`config.mk`:
```
export PLATFORM = sky130hd
export DESIGN_NAME = perf_counter_unit
export DESIGN_NICKNAME = d
export VERILOG_FILES = /design/src/rtl/perf_counter_unit_pkg.sv /design/src/rtl/perf_counter_cell.sv /design/src/rtl/perf_counter_unit.sv
export SDC_FILE = /design/constraint.sdc
export NUM_CORES = 1
export LEC_CHECK = 0
export BUFFER_PORTS_ARGS = -buffer_cell sky130_fd_sc_hd__buf_2
export CAP_MARGIN = 30
export CORE_ASPECT_RATIO = 1.75
export CORE_MARGIN = 2
export CORE_UTILIZATION = 55
export CTS_CLUSTER_SIZE = 14
export DETAILED_ROUTE_END_ITERATION = 8
export GPL_TIMING_DRIVEN = 1
export PLACE_DENSITY = 0.72
export SYNTH_ARGS = -nofsm -noshare
export SYNTH_HDL_FRONTEND = slang
export SYNTH_SLANG_ARGS = --single-unit
```
`constraint.sdc`:
```
create_clock -name clk -period 2.2 [get_ports clk]
set_input_delay 0.33 -clock clk [delete_from_list [all_inputs] [get_ports clk]]
set_output_delay 0.33 -clock clk [all_outputs]
set_load 0.03 [all_outputs]
```
`src/rtl/perf_counter_unit_pkg.sv`:
```
// Shared types and constants for the performance-counter unit.
package perf_pkg;
  typedef enum logic [1:0] {
    IDLE   = 2'd0,
    RUN    = 2'd1,
    HALTED = 2'd2
  } perfState_t;

  localparam int CH_CYCLE     = 0;   // channel index of the free-running cycle counter
  localparam int MAX_CHANNELS = 17;  // cycle channel plus up to 16 event channels
endpackage

```
`src/rtl/perf_counter_cell.sv`:
```
// One counter channel: synchronous clear, gated increment, wrap or saturate on overflow.
module perf_counter_cell #(
  parameter int CNT_WIDTH = 32,
  parameter int SATURATE  = 0
) (
  input  logic                 clk,
  input  logic                 rst,
  input  logic                 inc,
  input  logic                 clr,
  output logic [CNT_WIDTH-1:0] value,
  output logic                 ovfPulse
);
  logic atMax;

  assign atMax    = &value;
  // clear wins over increment, so a cleared cycle can never report an overflow
  assign ovfPulse = inc & ~clr & atMax;

  always_ff @(posedge clk or negedge rst) begin
    if (!rst) begin
      value <= '0;
    end else if (clr) begin
      value <= '0;
    end else if (inc) begin
      if (atMax) begin
        value <= (SATURATE != 0) ? value : '0;
      end else begin
        value <= value + CNT_WIDTH'(1);
      end
    end
  end
endmodule

```
`src/rtl/perf_counter_unit.sv`:
```
// Performance monitor: cycle + event counters under a start/stop FSM,
// sticky overflow flags, an atomic shadow snapshot and a registered read port.
module perf_counter_unit
  import perf_pkg::*;
#(
  parameter int NUM_EVENTS  = 4,
  parameter int CNT_WIDTH   = 32,
  parameter int SATURATE    = 0,
  parameter int STOP_ON_OVF = 0
) (
  input  logic                              clk,
  input  logic                              rst,
  input  logic                              start,
  input  logic                              stop,
  input  logic                              clear,
  input  logic [NUM_EVENTS-1:0]             event_i,
  input  logic                              snap,
  output logic                              snap_valid,
  input  logic [$clog2(NUM_EVENTS+1)-1:0]   rd_sel,
  output logic [CNT_WIDTH-1:0]              rd_data,
  output logic [NUM_EVENTS:0]               ovf,
  output logic                              running,
  output logic                              irq
);
  localparam int NUM_CH = NUM_EVENTS + 1;
  localparam int SEL_W  = $clog2(NUM_EVENTS + 1);
  localparam logic [SEL_W-1:0] LAST_CH = SEL_W'(NUM_EVENTS);

  perfState_t           stateReg;
  logic                 runningReg;
  logic                 snapValidReg;
  logic                 irqReg;
  logic                 isRun;
  logic [NUM_CH-1:0]    incVec;
  logic [NUM_CH-1:0]    ovfPulse;
  logic [NUM_CH-1:0]    ovfReg;
  logic [CNT_WIDTH-1:0] countVal  [NUM_CH];
  logic [CNT_WIDTH-1:0] shadowReg [NUM_CH];
  logic [CNT_WIDTH-1:0] rdDataReg;

  assign isRun = (stateReg == RUN);

  always_comb begin
    incVec           = '0;
    incVec[CH_CYCLE] = isRun;
    for (int k = 0; k < NUM_EVENTS; k++) begin
      incVec[k+1] = isRun & event_i[k];
    end
  end

  for (genvar gi = 0; gi < NUM_CH; gi++) begin : gChannel
    perf_counter_cell #(
      .CNT_WIDTH(CNT_WIDTH),
      .SATURATE (SATURATE)
    ) uCell (
      .clk     (clk),
      .rst     (rst),
      .inc     (incVec[gi]),
      .clr     (clear),
      .value   (countVal[gi]),
      .ovfPulse(ovfPulse[gi])
    );

    // shadows sample the pre-update counter values, so snap+clear keeps the old counts
    always_ff @(posedge clk or negedge rst) begin
      if (!rst) begin
        shadowReg[gi] <= '0;
      end else if (snap) begin
        shadowReg[gi] <= countVal[gi];
      end
    end
  end

  always_ff @(posedge clk or negedge rst) begin
    if (!rst) begin
      stateReg   <= IDLE;
      runningReg <= 1'b0;
    end else begin
      case (stateReg)
        IDLE: begin
          if (start && !stop) begin
            stateReg   <= RUN;
            runningReg <= 1'b1;
          end
        end
        RUN: begin
          // an overflow halt takes precedence over a simultaneous stop
          if ((STOP_ON_OVF != 0) && (|ovfPulse)) begin
            stateReg   <= HALTED;
            runningReg <= 1'b0;
          end else if (stop) begin
            stateReg   <= IDLE;
            runningReg <= 1'b0;
          end
        end
        HALTED: begin
          if (clear) begin
            stateReg   <= IDLE;
            runningReg <= 1'b0;
          end
        end
        default: begin
          stateReg   <= IDLE;
          runningReg <= 1'b0;
        end
      endcase
    end
  end

  always_ff @(posedge clk or negedge rst) begin
    if (!rst) begin
      ovfReg       <= '0;
      irqReg       <= 1'b0;
      snapValidReg <= 1'b0;
      rdDataReg    <= '0;
    end else begin
      ovfReg       <= clear ? '0 : (ovfReg | ovfPulse);
      irqReg       <= |ovfReg;
      snapValidReg <= snap;
      rdDataReg    <= (rd_sel <= LAST_CH) ? shadowReg[rd_sel] : '0;
    end
  end

  assign snap_valid = snapValidReg;
  assign rd_data    = rdDataReg;
  assign ovf        = ovfReg;
  assign running    = runningReg;
  assign irq        = irqReg;
endmodule
```
# ---- Word level (Yosys, flattened, before mapping)
# Cells that the tools add are included.
dict set report op_classes {
  n_lt_le_gt_ge 2
  n_reduce_logical 15
  eq_ne 5
  add_sub_neg 5
  bitwise_logic 17
  muxes 28
}
# cell count
set op_table {}
lappend op_table {{$mux W32} 18}
lappend op_table {{$add A32 B1 Y32 const B} 5}
lappend op_table {{$reduce_and A32 Y1} 5}
lappend op_table {{$bmux W32 S3} 1}
lappend op_table {{$and A1 B1 Y1} 14}
lappend op_table {{$reduce_bool A2 Y1} 5}
lappend op_table {{$mux W2} 3}
lappend op_table {{$ne A2 B2 Y1 const B} 3}
lappend op_table {{$pmux W2 S3} 1}
lappend op_table {{$mux W5} 1}
lappend op_table {{$or A5 B5 Y5} 1}
lappend op_table {{$reduce_or A5 Y1} 1}
lappend op_table {{$ge A4 B4 Y1 const B} 1}
lappend op_table {{$not A3 Y4} 1}
lappend op_table {{$le A3 B3 Y1 const B} 1}
lappend op_table {{$mux W1} 3}
lappend op_table {{$pmux W1 S3} 1}
lappend op_table {{$reduce_and A3 Y1} 1}
lappend op_table {{$eq A2 B1 Y1 const B} 1}
lappend op_table {{$eq A2 B2 Y1 const B} 1}
lappend op_table {{$logic_not A2 Y1} 1}
lappend op_table {{$logic_and A1 B1 Y1} 1}
lappend op_table {{$logic_not A1 Y1} 1}
lappend op_table {{$not A1 Y1} 1}
dict set report word_totals {
  regBits 362
  word_cells 88
}

# ---- Longest topological paths before layout
# Gate-level depths: netlist of run 1.
dict set report depth {
  depth_word 6
  ltp_mapped 8
  depth_no_buf 7
}

# ---- Modules after synthesis
# A second synthesis of run 1 with hierarchy kept.
dict set report unflattened {
  hier_cells 1611
  area_unflattened_um2 18149.9
}
# module seq_area_each_um2 cells_each area_per_inst_um2 instances
set modules_own_cells {}
lappend modules_own_cells {perf_counter_cell 800.8 213 1961.9 5}
lappend modules_own_cells {perf_counter_unit 5004.8 546 8340.5 1}

# ---- Least setup slack after synthesis of run 1
# OpenSTA, ideal clock, no wires.
dict set report synth_path {
  path_kind {flip-flop to flip-flop}
  from {reg running (netlist name)}
  to {reg gChannel[3].uCell.value[29]}
  path_stages_with_launch 7
  arrival_ns 1.896
  n_path_buf 1
  path_slack_ns 0.235
  path_cell_list {dfrtp_1 > buf_4 > nor2b_1 > nand2_1 > a21oi_1 > or3b_1 > nand3_1}
}
# element line_no
set synth_lines {}
lappend synth_lines {{end signal: assignment} perf_counter_cell.sv:26} ;# value <= (SATURATE != 0) ? value : '0;
lappend synth_lines {{end signal: assignment} perf_counter_cell.sv:28} ;# value <= value + CNT_WIDTH'(1);
lappend synth_lines {{end: declaration} perf_counter_cell.sv:10} ;# output logic [CNT_WIDTH-1:0] value,

# ---- Worst setup path in the final report of run 1
dict set report layout_path {
  from {reg gChannel[4].uCell.value[16]}
  to {reg gChannel[4].uCell.value[27]}
}
dict set report layout_via {
  elab_chain_cells 4
}
# element line_no
set layout_lines {}
lappend layout_lines {{start: declaration} perf_counter_cell.sv:10}
lappend layout_lines {{start signal: assignment} perf_counter_cell.sv:26}
lappend layout_lines {{start signal: assignment} perf_counter_cell.sv:28}
lappend layout_lines {{$add A32 B1 Y32 or $reduce_and A32 Y1 (tied branches)} {perf_counter_cell.sv:28, perf_counter_cell.sv:15}}
lappend layout_lines {{$mux W32 *} perf_counter_cell.sv:25} ;# if (atMax) begin
lappend layout_lines {{$mux W32 *} perf_counter_cell.sv:24} ;# end else if (inc) begin
lappend layout_lines {{$mux W32 *} perf_counter_cell.sv:22} ;# end else if (clr) begin
# Every way passes the cells marked *; elsewhere a longest branch is shown, timed or not. The select of a mux whose other input is x is not followed.
# A chain may end at the register's enable or synchronous reset.

==> results of run 1 <==
state kept, by name, summed over array words and instances, names as in the netlist:
name / cells
irq: 1
rd_data: 32
ovf: 5
shadowReg: 160
running: 1
snap_valid: 1
gChannel.uCell.value: 160
layout by cell type, fill, tap and decap left out, drive strengths merged, types with 11 or more instances in the layout:
cell type and count:
nor3 32, inv 48, buf 137, mux2 163, o21ai 43, dfrtp 360, mux4 32, nand3 64
clkbuf 55, nand4 52, nand2 119, nor2 160, xor2 86, and4 15, xnor2 40, or3 11
and3 27, a21oi 25
kinds of logic (layout without fill, tap and decap cells):
kind of cell,after synthesis,in the layout
and+or+nand+nor,528,528
muxes,197,197
DFF,360,360
buffers and inverters,109,248
xor gates and xnor gates,126,126
AOI/OAI and AO/OA,95,95
adders and majority gates,5,5
routing by layer:
| layer | vias to the layer above | GRT usage [%] |
|---|---|---|
| met5 | - | 0 |
| li1 | 5164 | - |
| met3 | 107 | 2.985 |
| met4 | 0 | 13.32 |
| met2 | 283 | 45.83 |
| met1 | 5744 | 30.66 |
timing repair:
item	CTS	global route
buffers inserted	0	1
resized for setup	0	4
hold buffers	2	0
endpoints found under the hold margin	40	0
endpoints found under the setup margin	0	54
final cells by class:
| type | count | area, um^2 |
|---|---|---|
| fillers | 2212 | 10410 |
| repair buffers | 139 | 1147 |
| flip-flops and latches | 360 | 9009 |
| multi-input cells | 951 | 7041 |
| well taps | 382 | 478.0 |
| clock inverters | 6 | 30.03 |
| clock buffers | 55 | 1094 |
| inverters | 48 | 180.2 |
Yosys cell counts (8+ instances only):
library cell,n
nor2_1,159
dfrtp_1,360
mux4_2,32
clkbuf_1,38
xor2_1,86
mux2_2,162
nand4_1,49
buf_2,15
a21oi_1,25
nand2_1,119
and4_1,15
or3_1,10
and2_1,9
and3_1,27
nand3_1,63
nor3_2,8
o21ai_0,43
inv_1,48
nor3_1,23
xnor2_1,40
per-stage QoR:
step	hold slack (ns)	power, mW	area, um^2	utilization [%]
2_1_floorplan	0.03441	7.070	16480	-
4_1_cts	0.07427	13.27	18940	64.46
3_5_place_dp	0.2952	7.391	17800	60.57
3_3_place_gp	0.2845	7.383	17800	60.57
5_1_grt	0.08288	13.60	18980	64.57
6_report	0.09318	13.16	18980	64.57
where the power goes:
part,switching (mW),internal (mW),leakage [nW],total (mW)
combinational,0.390,0.211,3.32,0.601
sequential,0.0190,6.64,5.02,6.66
clock,2.49,3.41,0.561,5.90
total,2.90,10.3,8.91,13.2
worst max-delay path: cells and delay by family, from the launching register on:
kind | cells | cell delay, ns
simple gates | 5 | 1.18
flops | 1 | 0.44
compound gates | 1 | 0.21
buf+inv | 1 | 0.18
worst paths after layout:
| path | startpoint | to | slack, ns | cells after the start |
|---|---|---|---|---|
| setup / recovery | gChannel[4].uCell.value[16] | gChannel[4].uCell.value[27] | 0.08 | 7 |
| hold / removal | start | running | 0.09 | 3 |
| setup reg to reg | gChannel[4].uCell.value[16] | gChannel[4].uCell.value[27] | 0.08 | 7 |
| hold reg to reg | shadowReg[19] | rd_data[19] | 0.48 | 2 |
| max in group asynchronous | rst | gChannel[2].uCell.value[13] | 1.15 | 3 |
| min in group asynchronous | rst | shadowReg[91] | 0.32 | 2 |
==> flow_summary.toml, run 1 <==
[setup_path]
cp_common_cell = "nand4_1"
cp_cell_sequence = "nand4_1, nor4_2, buf_4, nand4_1, nand3_1, nor3_1, o22a_1"
critical_path_class = "flop to flop"
cp.arrival_ns = 2.52
required_ns = 2.61
end_kind = "flop"
cpPeakStageDelay_ns = 0.46
cp_max_fo = 9
cp_slowest_cell = "nor4_2"
crit_path_start_kind = "flop"

[logic_synthesis]
ys_warn_count = 0
ys_ff_latch = 360
synth_edf_count = 0
synthMuxAreaShare_pct = 15.63
syn_area_um2 = 16480
synth_cell_types = 59
yosys.area.top_type = "dfrtp_1"
synthTopCellsByArea = "dfrtp_1 55%, mux2_2 11%, xor2_1 4.6%, mux4_2 4.4%, nor2_1 3.6%"
ys.flop_type = "dfrtp_1"
synth_fa_ha_area_share_pct = 0.3795
yosys.area.top_type_share_pct = 54.65
synth_nets = 1438
synthArstFlopShare_pct = 100.0
synth-compound-area-share_pct = 3.401
synth_xor_area_share_pct = 6.695
synth-simple-area-share_pct = 16.42
synth_cells = 1420
avgSynthCellArea_um2 = 11.61
yosysSeqAreaShare_pct = 54.65
synth_top_family_by_area = "simple AND/OR/NAND/NOR gates"

[timing]
slew_headroom_pct = 57.35
tightest_slew_ns = 0.6398
fin_skew_ns = 0.01467
rsz0062_at_grt = "false"
min_period_ns = 2.117
drv_slew = 0
setup_viol = 0
finalHoldViolCount = 0
fin_crit_sh_pct = 96.25
max_freq_mhz = 472.3
fin_tns_setup_ns = 0
fin_ws_ns = 0.08258

[drt]
drt_iter0_markers = 749
ant_nets = 0
drt-total-wl_mm = 38.94
routed.top_layer = "met4"
dr.pass1.iters = 5
wl_met1_mm = 14.89
wl_met3_mm = 1.321
vias = 11300
avgViaCountPerCell = 5.821
wl_per_cell_um = 20.06
dr_wl_met2_mm = 20.67
drc = 0

[power_and_ir_drop]
vdd_ir_drop_max_mv = 0.5982
p_per_area_nw_per_um2 = 693.4
p_leak_nw = 8.905

[place]
place_ws_ns = 0.01176
dp_hpwl_mm = 28.32
dp_cells = 1877
port_buffers = 52
gp_congestion = 0.9301

[min_path]
hp-class = "input pin to flop"

[cts]
cts_tree = "built"
root_buffer = "clkbuf_16"
cts_buffer_depth = 3
clock-sinks = 360
clk_pin_slew_worst_paths_ns = 0.07
cts_buffers = 34
clock_insertion_delay_worst_skew_ns = 0.52
cts_max_level = 2

[final_layout]
antenna_cells = 0
drive_gt1_share_pct = 26.75
nets = 1552
syn_to_final_growth_pct = 15.14
final_cells = 1941

[floorplanning]
fp.dieH_um = 233.0
ios = 53
rows = 83
dieArea_um2 = 31420
initial_core_util_pct = 56.09
core_um2 = 29390
die_x_um = 134.9

[global_routing]
grt_usage_pct = 25.83
antenna_found_initial = 0
grt_pass1_wl_mm = 63.16
grt_pass1_vias = 11730
grt_start_max_net_pins = 60
overflow = 0

[job]
max_cap_violations = 0

[status]
status = "complete, no violations"
(Power assumes the default switching activity.)
==> inputs of run 2 (changes only) <==
--- a/config.mk
+++ b/config.mk
@@ -16,4 +16,5 @@
 export PLACE_DENSITY = 0.72
 export SYNTH_ARGS = -nofsm -noshare
 export SYNTH_HDL_FRONTEND = slang
+export SYNTH_HIERARCHICAL = 1
 export SYNTH_SLANG_ARGS = --single-unit
==> flow_summary.toml, run 2 <==
[status]
status = "complete, no violations"

[logic_synthesis]
avgSynthCellArea_um2 = 11.27
yosysSeqAreaShare_pct = 49.63
ys.flop_type = "dfrtp_1"
synth_common_cells = "360 x dfrtp_1, 163 x mux2_2, 140 x nor2_1, 128 x nand2_1, 105 x nand4_1"
synthArstFlopShare_pct = 100.0
synth_nets = 1629
ys_warn_count = 6
yosysMostFrequentCell = "dfrtp_1"
syn_area_um2 = 18150
synth_cell_types = 46
yosys.area.top_type_share_pct = 49.63
ys_ff_latch = 360
synth_cells = 1611
synthTopCellsByArea = "dfrtp_1 50%, mux2_2 10%, nand4_1 3.6%, nor2_1 2.9%, nand2_1 2.6%"
yosys.area.top_type = "dfrtp_1"
synth_edf_count = 0

[final_layout]
mostFrequentLayoutCell = "dfrtp_1"
syn_to_final_growth_pct = 14.48
final_cell_mix = "355 x dfrtp_1, 163 x mux2_2, 137 x nor2_1"
antenna_cells = 0
fin_area_um2 = 20780
nets = 1755
final_core_util_pct = 63.54
drive_gt1_share_pct = 27.70
fillers = 2539

[job]
max_cap_violations = 0

[floorplanning]
dieArea_um2 = 34530
core_um2 = 32700
rows = 88
die_x_um = 141.3
ios = 53
fp.dieH_um = 244.3
initial_core_util_pct = 55.50

[drt]
drc = 0
avgViaCountPerCell = 6.471
wl_per_cell_um = 23.29
vias = 14020
dr.pass1.iters = 6
drt-total-wl_mm = 50.47
drt_iter0_markers = 1222
ant_nets = 0

[timing]
max_freq_mhz = 467.1
rsz0062_at_grt = "false"
fin_crit_sh_pct = 97.32
fin_skew_ns = 0.02811
fin_tns_setup_ns = 0
tightest_slew_ns = 0.7030
min_period_ns = 2.141
slew_headroom_pct = 52.96
drv_slew = 0
setup_viol = 0
finalHoldViolCount = 0

[global_routing]
grt_usage_pct = 29.54
grt_start_max_net_pins = 78
grt_pass1_wl_mm = 79.79
overflow = 0
antenna_found_initial = 0
grt_pass1_vias = 14250

[setup_path]
cp_max_fo = 7
reg2reg_to = "ovf[0]"
cp_cell_sequence = "ha_1, nand4_1, nor2_2, nand3_1, nor3_2, buf_4, nor2_1, nor2_1"
critical_path_class = "flop to flop"
crit_path_start_kind = "flop"
startpoint = "gChannel[0].uCell/value[0]"
cpPeakStageDelay_ns = 0.42
reg2regPathDepth = 8
cp_common_cell = "nor2_1"
required_ns = 2.66
r2r_setup_slack_ns = 0.06
endpoint = "ovf[0]"
cp_slowest_cell = "dfrtp_2"
r2r_start = "gChannel[0].uCell/value[0]"
end_kind = "flop"
cp.arrival_ns = 2.60

[cts]
clock_insertion_delay_worst_skew_ns = 0.55
cts_buffer_depth = 3
cts_buffers = 35
cts_max_level = 2
clock-sinks = 360
cts_tree = "built"
root_buffer = "clkbuf_16"
clk_pin_slew_worst_paths_ns = 0.06

[power_and_ir_drop]
p_per_area_nw_per_um2 = 663.5
p_leak_nw = 9.989
vdd_ir_drop_max_mv = 0.5170
power_mw = 13.79

[place]
port_buffers = 52
gp_congestion = 0.9856
dp_hpwl_mm = 36.87
dpl_cell_area_um2 = 19510

[min_path]
hp-class = "input pin to flop"
==> run 2: metrics by stage <==
step                instances  hold WS, ns  setup WS, ns
floorplan                1611      0.03441        0.1458
global placement         2100       0.2544      -0.03818
detailed placement       2101       0.2608      -0.08240
CTS                      2165      0.07574       0.02024
global route             2167      0.07597      0.002368
finish                   2167      0.08498       0.05899
==> run 2: report_power, final <==
group | internal [mW] | switching, mW | total [mW]
Clock | 3.81 | 2.61 | 6.42
Combinational | 0.226 | 0.461 | 0.688
Sequential | 6.64 | 0.0329 | 6.68
Total | 10.7 | 3.10 | 13.8
==> run 2: metal layers <==
metal  track usage [%]  vias to the layer above  routed length, um
met5                 0                        -                  0
met4             15.18                        0               2875
met3             3.662                      147               2355
met2             52.20                      520              26140
met1             35.11                     7070              19100
li1                  -                     6286                  -
==> run 2: kinds of logic (layout without fill, tap and decap cells) <==
family / Yosys count / after routing / synth area share (%)
compound gates: 192 / 192 / 8.714
xor+xnor: 40 / 40 / 1.930
fa+ha+maj: 5 / 5 / 0.3447
buf+inv: 100 / 251 / 2.640
flops: 360 / 360 / 49.63
mux: 224 / 224 / 14.28
simple gates: 690 / 690 / 22.46
==> run 2: final cells by class <==
class / instances / area (um^2) / share of cell area, %
Clock inverter: 11 / 195.2 / 0.9394
Tap cell: 405 / 506.7 / 2.439
Inverter: 25 / 93.84 / 0.4516
Sequential cell: 360 / 9015 / 43.39
Multi-Input combinational cell: 1151 / 8691 / 41.83
Timing Repair Buffer: 164 / 1260 / 6.064
Clock buffer: 51 / 1017 / 4.896
==> run 2: timing repair <==
action | in CTS | in global routing
hold buffers | 2 | 0
setup buffers | 0 | 2
endpoints found under the setup margin | 1 | 19
resized for setup | 1 | 9
pin swaps | 0 | 2
hold endpoints to repair | 34 | 0
==> run 2: worst max-delay path: cells and delay by family (launching register included) <==
family                   cells  cell delay (ns)
flip-flops                   1             0.42
adder cells (fa/ha/maj)      1             0.23
AND/OR/NAND/NOR              6             1.24
buffers and inverters        1             0.17
==> run 2: worst min path at each step <==
stage	slack, ns	startpoint	depth (start not counted)	endpoint
final	0.08	start	3	running
after global routing	0.08	start	3	running
after CTS	0.08	start	3	running
after detailed placement	0.26	rst	1	rd_data[3]
after global placement	0.25	rst	1	rd_data[3]
after floorplan	0.03	rst	0	gChannel[0].uCell/value[0]
==> inputs of run 3 (changes only) <==
--- a/config.mk
+++ b/config.mk
@@ -5,15 +5,14 @@
 export SDC_FILE = /design/constraint.sdc
 export NUM_CORES = 1
 export LEC_CHECK = 0
-export BUFFER_PORTS_ARGS = -buffer_cell sky130_fd_sc_hd__buf_2
+export BUFFER_PORTS_ARGS = -buffer_cell sky130_fd_sc_hd__clkbuf_2
 export CAP_MARGIN = 30
 export CORE_ASPECT_RATIO = 1.75
 export CORE_MARGIN = 2
 export CORE_UTILIZATION = 55
-export CTS_CLUSTER_SIZE = 14
 export DETAILED_ROUTE_END_ITERATION = 8
 export GPL_TIMING_DRIVEN = 1
-export PLACE_DENSITY = 0.72
+export PLACE_DENSITY_LB_ADDON = 0.15
 export SYNTH_ARGS = -nofsm -noshare
 export SYNTH_HDL_FRONTEND = slang
 export SYNTH_HIERARCHICAL = 1
==> flow_summary.toml, run 3 (same netlist as run 2, synthesis figures left out) <==
[status]
status = "complete, no violations"

[place]
dp_hpwl_mm = 38.14
port_buffers = 52
place_ws_ns = 0.1190
dp_cells = 2097
gp_congestion = 0.9473

[timing]
max_freq_mhz = 470.5
setup_viol = 0
rsz0062_at_grt = "true"
fin_crit_sh_pct = 96.61
tightest_slew_ns = 0.5689
drv_slew = 0
fin_ws_ns = 0.07468
min_period_ns = 2.125
finalHoldViolCount = 0
hold_ws_ns = 0.1049
slew_headroom_pct = 61.72
fin_skew_ns = 0.009624

[global_routing]
grt_pass1_wl_mm = 80.67
antenna_found_initial = 0
grt_start_max_net_pins = 63
grt_usage_pct = 30.39
grt_pass1_vias = 14020
overflow = 0

[setup_path]
reg2reg_to = "gChannel[4].uCell/value[17]"
end_kind = "flop"
r2r_start = "gChannel[4].uCell/value[0]"
cp_max_fo = 10
r2r_setup_slack_ns = 0.07
required_ns = 2.61
cp.arrival_ns = 2.53
crit_path_start_kind = "flop"
critical_path_class = "flop to flop"
reg2regPathDepth = 6

[final_layout]
final_cells = 2164
fillers = 2576
antenna_cells = 0
final_cell_mix = "360 x dfrtp_1, 163 x mux2_2, 138 x nor2_1"
nets = 1756
drive_gt1_share_pct = 27.52
syn_to_final_growth_pct = 14.23
mostFrequentLayoutCell = "dfrtp_1"

[floorplanning]
fp.dieH_um = 244.3
rows = 88
core_um2 = 32700
initial_core_util_pct = 55.50
dieArea_um2 = 34530
ios = 53
die_x_um = 141.3

[min_path]
holdPathStages = 2
holdPathEnd = "running"
hp-class = "input pin to flop"
min-delay-start = "stop"

[power_and_ir_drop]
p_leak_nw = 9.931
vdd_ir_drop_max_mv = 0.6737
p_per_area_nw_per_um2 = 642.1

[job]
max_cap_violations = 0

[cts]
cts_tree = "built"
root_buffer = "clkbuf_16"
cts_buffers = 35
cts_max_level = 2
clk_pin_slew_worst_paths_ns = 0.07
clock-sinks = 360
cts_buffer_depth = 3
clock_insertion_delay_worst_skew_ns = 0.52

[drt]
avgViaCountPerCell = 6.408
ant_nets = 0
dr.pass1.iters = 6
vias = 13870
drt-total-wl_mm = 51.54
wl_per_cell_um = 23.82
drt_iter0_markers = 1024
drc = 0
run 3: cell types whose count changed in the layout (fill, tap and decap cells not counted), sizes merged:
cell         previous run  this run
buf                   162       115
bufinv                  5         1
clkbuf                 51        97
clkinv                  5         8
clkinvlp                0         1
dlygate4sd3             2         1
inv                    26        25
run 3: routing by layer:
| layer | vias up | global-route usage [%] | part of all wire, % |
|---|---|---|---|
| li1 | 6294 | - | - |
| met1 | 6985 | 36.21 | 38 |
| met2 | 455 | 54.65 | 53 |
| met3 | 133 | 3.055 | 3.7 |
| met4 | 0 | 14.47 | 5.2 |
| met5 | - | 0 | 0 |
run 3: area by class of cell:
cell class,count,area (um^2),area share (%)
Sequential cell,360,9009,43.45
Timing Repair Buffer,165,1331,6.421
Clock buffer,48,1027,4.955
Inverter,25,93.84,0.4526
Clock inverter,10,81.33,0.3923
Multi-Input combinational cell,1151,8683,41.88
Tap cell,405,506.7,2.444
run 3: how the worst max path moves through the flow:
stage | end | slack [ns] | start | cells after the start
after detailed placement | gChannel[4].uCell/value[17] | 0.12 | gChannel[4].uCell/value[0] | 6
after floorplan | gChannel[1].uCell/value[13] | 0.15 | running | 6
final | gChannel[4].uCell/value[17] | 0.07 | gChannel[4].uCell/value[0] | 6
after global routing | gChannel[4].uCell/value[25] | -0.04 | gChannel[4].uCell/value[1] | 6
after CTS | gChannel[2].uCell/value[17] | 0.1 | gChannel[2].uCell/value[0] | 6
after global placement | gChannel[1].uCell/value[11] | 0.08 | running | 6
run 3: power by group:
| group | internal [mW] | switching [mW] | leakage, nW | total [mW] |
|---|---|---|---|---|
| Clock | 3.38 | 2.54 | 0.551 | 5.92 |
| Sequential | 6.64 | 0.0303 | 5.02 | 6.67 |
| Combinational | 0.245 | 0.476 | 4.36 | 0.721 |
| Total | 10.3 | 3.04 | 9.93 | 13.3 |
run 3: what timing repair did:
| item | in CTS | in global routing |
|---|---|---|
| buffers inserted | 0 | 8 |
| setup endpoints to repair | 0 | 27 |
| hold endpoints to repair | 50 | 0 |
| hold buffers | 1 | 0 |
| resized for setup | 0 | 4 |
run 3: metrics by stage:
| step | instance area (um^2) | TNS [ns] | power (mW) | utilization [%] |
|---|---|---|---|---|
| after global placement | 19530 | 0 | 7.512 | 59.72 |
| final | 20730 | 0 | 13.31 | 63.40 |
| after CTS | 20660 | 0 | 13.43 | 63.18 |
| after detailed placement | 19540 | 0 | 7.521 | 59.76 |
| after floorplan | 18150 | 0 | 7.145 | - |
| after global routing | 20730 | -0.1349 | 13.71 | 63.40 |
run 3: worst max-delay path: stages, from the launching register on:
cell,delay (ns)
dfrtp_1,0.44
ha_1,0.24
nand4_1,0.21
nor2_2,0.30
nand4_4,0.24
and2_4,0.26
a221o_1,0.32
